===== src/rtl/array_feeder_8.sv =====
// Sequencer and staircase skew generator feeding the 8x8 systolic array, plus the ofm drain.
// Optional FEEDER_ZERO_GATE_EN: zero skewed data whenever the matching enable is low.
module array_feeder_8 #(
  parameter int HEIGHT = 8,
  parameter int WIDTH  = 8,
  parameter int IWIDTH = 16,
  parameter int KW     = 16
) (
  input  logic                     clk,
  input  logic                     rst_n,
  input  logic                     start,
  input  logic        [KW-1:0]     k_len,
  input  logic                     in_valid,
  output logic                     in_ready,
  input  logic signed [IWIDTH-1:0] in_ifm  [HEIGHT],
  input  logic signed [IWIDTH-1:0] in_wght [WIDTH],
  output logic        [HEIGHT-1:0] en_i,
  output logic        [HEIGHT-1:0] clr_i,
  output logic signed [IWIDTH-1:0] ifm     [HEIGHT],
  output logic        [WIDTH-1:0]  en_w,
  output logic        [WIDTH-1:0]  clr_w,
  output logic signed [IWIDTH-1:0] wght    [WIDTH],
  output logic        [WIDTH-1:0]  en_o,
  output logic        [WIDTH-1:0]  clr_o,
  output logic                     busy,
  output logic                     done
);

  typedef enum logic [2:0] {S_IDLE, S_STREAM, S_FLUSH, S_DRAIN, S_DONE} state_e;

  localparam logic [KW-1:0] FLUSH_LAST = KW'(HEIGHT + WIDTH - 2);
  localparam logic [KW-1:0] DRAIN_LAST = KW'(HEIGHT + WIDTH - 1);

  state_e            state_q, state_d;
  logic [KW-1:0]     cnt_q, cnt_d;
  logic [KW-1:0]     klen_q, klen_d;
  logic              in_ready_q, busy_q, done_q;
  logic [WIDTH-1:0]  en_o_q, en_o_d, clr_o_q, clr_o_d;
  logic              accept, first_beat;

  assign accept     = in_valid & in_ready_q;
  assign first_beat = accept & (cnt_q == '0);

  // cnt_q counts beats in STREAM and phase cycles in FLUSH/DRAIN.
  always_comb begin
    // NOTE: every variable gets a default first so no path leaves it unassigned (no latches).
    state_d = state_q;
    cnt_d   = cnt_q;
    klen_d  = klen_q;
    unique case (state_q)
      S_IDLE: begin
        if (start) begin
          if (k_len == '0) begin
            state_d = S_DONE;
          end else begin
            state_d = S_STREAM;
            klen_d  = k_len;
            cnt_d   = '0;
          end
        end
      end
      S_STREAM: begin
        if (accept) begin
          if (cnt_q == klen_q - KW'(1)) begin
            state_d = S_FLUSH;
            cnt_d   = '0;
          end else begin
            cnt_d = cnt_q + KW'(1);
          end
        end
      end
      S_FLUSH: begin
        if (cnt_q == FLUSH_LAST) begin
          state_d = S_DRAIN;
          cnt_d   = '0;
        end else begin
          cnt_d = cnt_q + KW'(1);
        end
      end
      S_DRAIN: begin
        if (cnt_q == DRAIN_LAST) begin
          state_d = S_DONE;
          cnt_d   = '0;
        end else begin
          cnt_d = cnt_q + KW'(1);
        end
      end
      S_DONE:  state_d = S_IDLE;
      default: state_d = S_IDLE;
    endcase
  end

  // Drain strobes are decoded from the next phase so they come out registered in step.
  always_comb begin
    en_o_d  = '0;
    clr_o_d = '0;
    if (state_d == S_DRAIN) begin
      for (int w = 0; w < WIDTH; w++) begin
        en_o_d[w]  = (32'(cnt_d) >= 32'(w)) && (32'(cnt_d) <= 32'(w + HEIGHT - 1));
        clr_o_d[w] = (32'(cnt_d) == 32'(w + HEIGHT));
      end
    end
  end

  always_ff @(posedge clk or negedge rst_n) begin
    if (!rst_n) begin
      state_q    <= S_IDLE;
      cnt_q      <= '0;
      klen_q     <= '0;
      in_ready_q <= 1'b0;
      busy_q     <= 1'b0;
      done_q     <= 1'b0;
      en_o_q     <= '0;
      clr_o_q    <= '0;
    end else begin
      // NOTE: state uses non-blocking assignments so every flop samples pre-edge values.
      state_q    <= state_d;
      cnt_q      <= cnt_d;
      klen_q     <= klen_d;
      in_ready_q <= (state_d == S_STREAM);
      busy_q     <= (state_d != S_IDLE);
      done_q     <= (state_d == S_DONE);
      en_o_q     <= en_o_d;
      clr_o_q    <= clr_o_d;
    end
  end

  assign in_ready = in_ready_q;
  assign busy     = busy_q;
  assign done     = done_q;
  assign en_o     = en_o_q;
  assign clr_o    = clr_o_q;

  // Row h delay line has h+1 stages, so a beat accepted at t shows at t+1+h.
  for (genvar h = 0; h < HEIGHT; h++) begin : g_row
    logic                     en_sr  [h+1];
    logic                     clr_sr [h+1];
    logic signed [IWIDTH-1:0] dat_sr [h+1];

    always_ff @(posedge clk or negedge rst_n) begin
      if (!rst_n) begin
        // NOTE: the skew arrays must come out of reset as zero, so they are reset element by element.
        for (int s = 0; s <= h; s++) begin
          en_sr[s]  <= 1'b0;
          clr_sr[s] <= 1'b0;
          dat_sr[s] <= '0;
        end
      end else begin
        en_sr[0]  <= accept;
        clr_sr[0] <= first_beat;
`ifdef FEEDER_ZERO_GATE_EN
        dat_sr[0] <= accept ? in_ifm[h] : '0;
`else
        if (accept) dat_sr[0] <= in_ifm[h];
`endif
        for (int s = 1; s <= h; s++) begin
          en_sr[s]  <= en_sr[s-1];
          clr_sr[s] <= clr_sr[s-1];
          dat_sr[s] <= dat_sr[s-1];
        end
      end
    end

    assign en_i[h]  = en_sr[h];
    assign clr_i[h] = clr_sr[h];
    assign ifm[h]   = dat_sr[h];
  end

  for (genvar w = 0; w < WIDTH; w++) begin : g_col
    logic                     en_sr  [w+1];
    logic                     clr_sr [w+1];
    logic signed [IWIDTH-1:0] dat_sr [w+1];

    always_ff @(posedge clk or negedge rst_n) begin
      if (!rst_n) begin
        for (int s = 0; s <= w; s++) begin
          en_sr[s]  <= 1'b0;
          clr_sr[s] <= 1'b0;
          dat_sr[s] <= '0;
        end
      end else begin
        en_sr[0]  <= accept;
        clr_sr[0] <= first_beat;
`ifdef FEEDER_ZERO_GATE_EN
        dat_sr[0] <= accept ? in_wght[w] : '0;
`else
        if (accept) dat_sr[0] <= in_wght[w];
`endif
        for (int s = 1; s <= w; s++) begin
          en_sr[s]  <= en_sr[s-1];
          clr_sr[s] <= clr_sr[s-1];
          dat_sr[s] <= dat_sr[s-1];
        end
      end
    end

    assign en_w[w]  = en_sr[w];
    assign clr_w[w] = clr_sr[w];
    assign wght[w]  = dat_sr[w];
  end

endmodule


===== config.mk =====
export PLATFORM = sky130hd
export DESIGN_NAME = array_feeder_8
export DESIGN_NICKNAME = d
export VERILOG_FILES = /design/src/rtl/array_feeder_8.sv
export SDC_FILE = /design/constraint.sdc
export NUM_CORES = 1
export LEC_CHECK = 0
export ABC_AREA = 1
export ABC_CLOCK_PERIOD_IN_PS = 3500
export CELL_PAD_IN_SITES_DETAIL_PLACEMENT = 0
export CELL_PAD_IN_SITES_GLOBAL_PLACEMENT = 2
export CORE_AREA = 5 5 459 348
export DETAILED_ROUTE_END_ITERATION = 6
export DIE_AREA = 0 0 464 353
export PLACE_DENSITY_LB_ADDON = 0.1
export SLEW_MARGIN = 10
export SYNTH_ARGS = -nofsm -noshare
export SYNTH_HDL_FRONTEND = slang
export SYNTH_SLANG_ARGS = --single-unit

===== constraint.sdc =====
create_clock -name clk -period 3.5 [get_ports clk]
set_clock_uncertainty 0.1 [all_clocks]
set_input_delay 0.35 -clock clk [delete_from_list [all_inputs] [get_ports clk]]
set_output_delay 0.35 -clock clk [all_outputs]
set_load 0.02 [all_outputs]

==> results.md <==
- Most frequent CP cell: nand2_1
- # nets final: 3819
- Met1 Use GR: 0.143
- Final setup fails: 0
- CP arrival: 3.63 ns
- Dpl hpwl: 64100 um
- Critical Path Slowest Stage Cell: dfrtp_1
- Clk buf depth: 3
- Min Hold Slack: 0.0737 ns
- Buffers & Inverters on Critical Path: 2
- Gr usage total: 0.120
- Reg2reg end: en_o[7]
- Delay-heaviest family, CP: simple AND/OR/NAND/NOR gates
- Met3 usage in global routing: 0.0371
- Global-route wire length before repair: 151000 um
- Lkg Pwr: 24.3 nW
- R2R Setup Slk: 0.44 ns
- WL per Instance: 16.9 um
- Post-Synthesis Cells: 2867
- Worst skew pair latency: 0.75 ns
- CTS Buf Count: 133
- Worst path cell trace: inv_2 -> ha_1 -> nand3_2 -> nor2_4 -> nand3b_1 -> nand2_1 -> nand2_1 -> nor2_2 -> nand3_4 -> buf_4 -> nand3_2 -> nand4_4 -> nor2_4 -> nand2_2 -> nor2_2 -> nand2_4 -> nand2_1 -> nand2_1 -> nor2_1
- Die X: 464 um
- Fin crit share: 0.873
- Post-synthesis cell type count: 44
- Max-cap viol count: 0
- CP required: 4.07 ns
- Row count: 125
- Clk slew on worst S/H paths: 0.06 ns
- GR Util met2: 0.206
- CTS root buf: clkbuf_16
- Syn. warnings: 0
- Worst-Margin Slew: 0.944 ns
- Hold Crit Class: in -> reg
- Post-route ant nets: 0
- CP max stage delay: 0.40 ns
- Most crowded layer after global routing: met2
- Final Core Density: 0.337
- Drt first pass iters: 5
- Critical Path Fanout Max: 16
- Global route overflow: 0
- Layout cells sized above 1: 0.0921
- Die height: 353 um
- Cell Area, Synth: 38300 um2
- Setup crit start: klen_q[0]
- Die Area: 164000 um2
- Largest net degree at the start of global routing: 144
- H-tree depth: 4
- Endpoints failing hold: 0
- RSZ-0062 raised after global routing: no
- Final WL: 95900 um
- Min Tclk post-route: 3.06 ns
- FMAX: 0.327 GHz
- Initial Util: 0.249
- Area Overhead vs Synth: 35.4%
- Crit path capture: en_o[7]
- Gpl congestion: 0.751
- PD cells: 770 nW/um2
- #FFs+latches synth: 1222
- CTS tree: done
- Crit. path cell count: 19
- Critical path startpoint category: register
- Max_slew headroom: 0.371
- Core ar.: 154000 um2
- R2r startpoint: klen_q[0]
- Max VDD drop: 437 uV
- WS Path Type: reg -> reg
- Avg Synthesized Cell Area: 13.4 um2
- Max-slew violations: 0
- Initial antenna violation count: 12
- DR vias: 21400
- Initial DRC Count: 1164
- I/O pins: 583
- Clock Sinks: 1222
- Syn Nets: 3147
- Status: complete, no violations
- Number of global-route vias before repair: 24000
- DRC viols: 0
- Post-synthesis sequential area ratio: 0.797
- CP endpoint kind: register
- DR vias/cell: 3.77
- Setup_tns: 0 ns
- Reg2Reg Depth: 19
- # port buffers: 582
- Post-CTS Resized: 0
cell families (layout without fill, tap and decap cells):
logic type / count (synthesis) / count (layout) / synth area share
flip-flops: 1222 / 1222 / 0.797
buffers and inverters: 410 / 1182 / 0.0646
AO/OA/AOI/OAI: 62 / 62 / 0.00848
other: 0 / 5 / 0
XOR/XNOR: 22 / 22 / 0.00503
adder cells (fa/ha/maj): 4 / 4 / 0.00131
AND/OR/NAND/NOR: 1146 / 1146 / 0.123
multiplexers: 1 / 1 / 0.000294
worst min-delay path, delay by kind of cell:
kind	cells	cell delay (ns)
AND/OR/NAND/NOR	2	0.11
buffers and inverters	1	0.41
per-stage QoR:
| stage | instances | cell area, um2 | power (mW) | setup WS [ns] |
|---|---|---|---|---|
| 5_1_grt | 5673 | 51900 | 42.3 | 0.0601 |
| 6_report | 5676 | 51900 | 40.0 | 0.443 |
| 2_1_floorplan | 2867 | 38300 | 23.0 | 0.999 |
| 4_1_cts | 5666 | 51900 | 41.0 | 0.336 |
| 3_5_place_dp | 5220 | 45200 | 26.0 | 0.0739 |
| 3_3_place_gp | 5220 | 45200 | 26.0 | 0.0947 |
flip-flops by register name, summed over array words and instances (netlist names), 6 cells and up:
signal        count
g_col.dat_sr    464
g_row.dat_sr    464
ifm             112
wght            112
cnt_q            16
klen_q           16
clr_o             8
en_o              8
g_col.clr_sr      6
synth_stat cells (all sizes together):
master | instances | share of area
a21oi | 13 | 0.0017
a41oi | 1 | 0.00023
and2 | 1 | 0.00016
and3 | 2 | 0.00033
buf | 260 | 0.050
clkbuf | 58 | 0.0057
clkinv | 4 | 0.00042
dfrtp | 1222 | 0.80
ha | 4 | 0.0013
inv | 88 | 0.0086
mux2 | 1 | 0.00029
nand2 | 972 | 0.096
nand3 | 46 | 0.0078
nand3b | 4 | 0.00078
nand4 | 15 | 0.0039
nor2 | 91 | 0.011
nor3 | 11 | 0.0018
nor4 | 2 | 0.00072
o211ai | 1 | 0.00020
o21ai | 44 | 0.0058
o21bai | 1 | 0.00020
o22ai | 2 | 0.00033
or2 | 2 | 0.00033
xnor2 | 9 | 0.0021
xor2 | 13 | 0.0030
repair_timing:
item | in CTS | in global routing
endpoints found under the hold margin | 299 | 0
hold buffers | 211 | 0
setup endpoints to repair | 0 | 1
buffers inserted | 0 | 5
placed cells by master, fill, tap and decap left out, drive strengths merged, types with 11 or more instances in the layout:
master / instances
nand3: 46
nand2: 972
a21oi: 13
dfrtp: 1222
xor2: 13
nand4: 15
nor3: 11
dlygate4sd3: 211
clkdlybuf4s50: 581
clkbuf: 193
inv: 92
buf: 63
clkinv: 27
o21ai: 44
nor2: 91
cell type report:
class	count	area, um2
fill	15300	102000
sequential	1222	30600
timing repair buffer	855	8620
multi-input combinational	1235	5300
clock buffer	193	3900
tap	2032	2540
clock inverter	42	634
inverter	92	354
antenna	5	12.5
layer usage:
layer / share of wire / routed length (um)
met1: 0.41 / 39100
met2: 0.51 / 49000
met3: 0.057 / 5460
met4: 0.023 / 2240
met5: 0.00055 / 53
power breakdown:
part           switching, mW  internal, mW
Sequential              1.27          17.5
Clock                   5.76          8.53
Combinational           4.09          2.84
Total                   11.1          28.8
how the worst min path moves through the flow:
stage / from / end / slack (ns) / depth (start not counted)
floorplan: rst_n / busy / -0.05 / 0
global placement: g_row[6].dat_sr[91] / g_row[6].dat_sr[75] / 0.23 / 0
detailed placement: g_col[3].dat_sr[36] / g_col[3].dat_sr[20] / 0.23 / 0
CTS: in_wght[26] / g_col[6].dat_sr[106] / 0.0004 / 3
global route: in_wght[89] / g_col[2].dat_sr[41] / 0.02 / 3
finish: in_wght[89] / g_col[2].dat_sr[41] / 0.07 / 3
(Power assumes the default switching activity.)
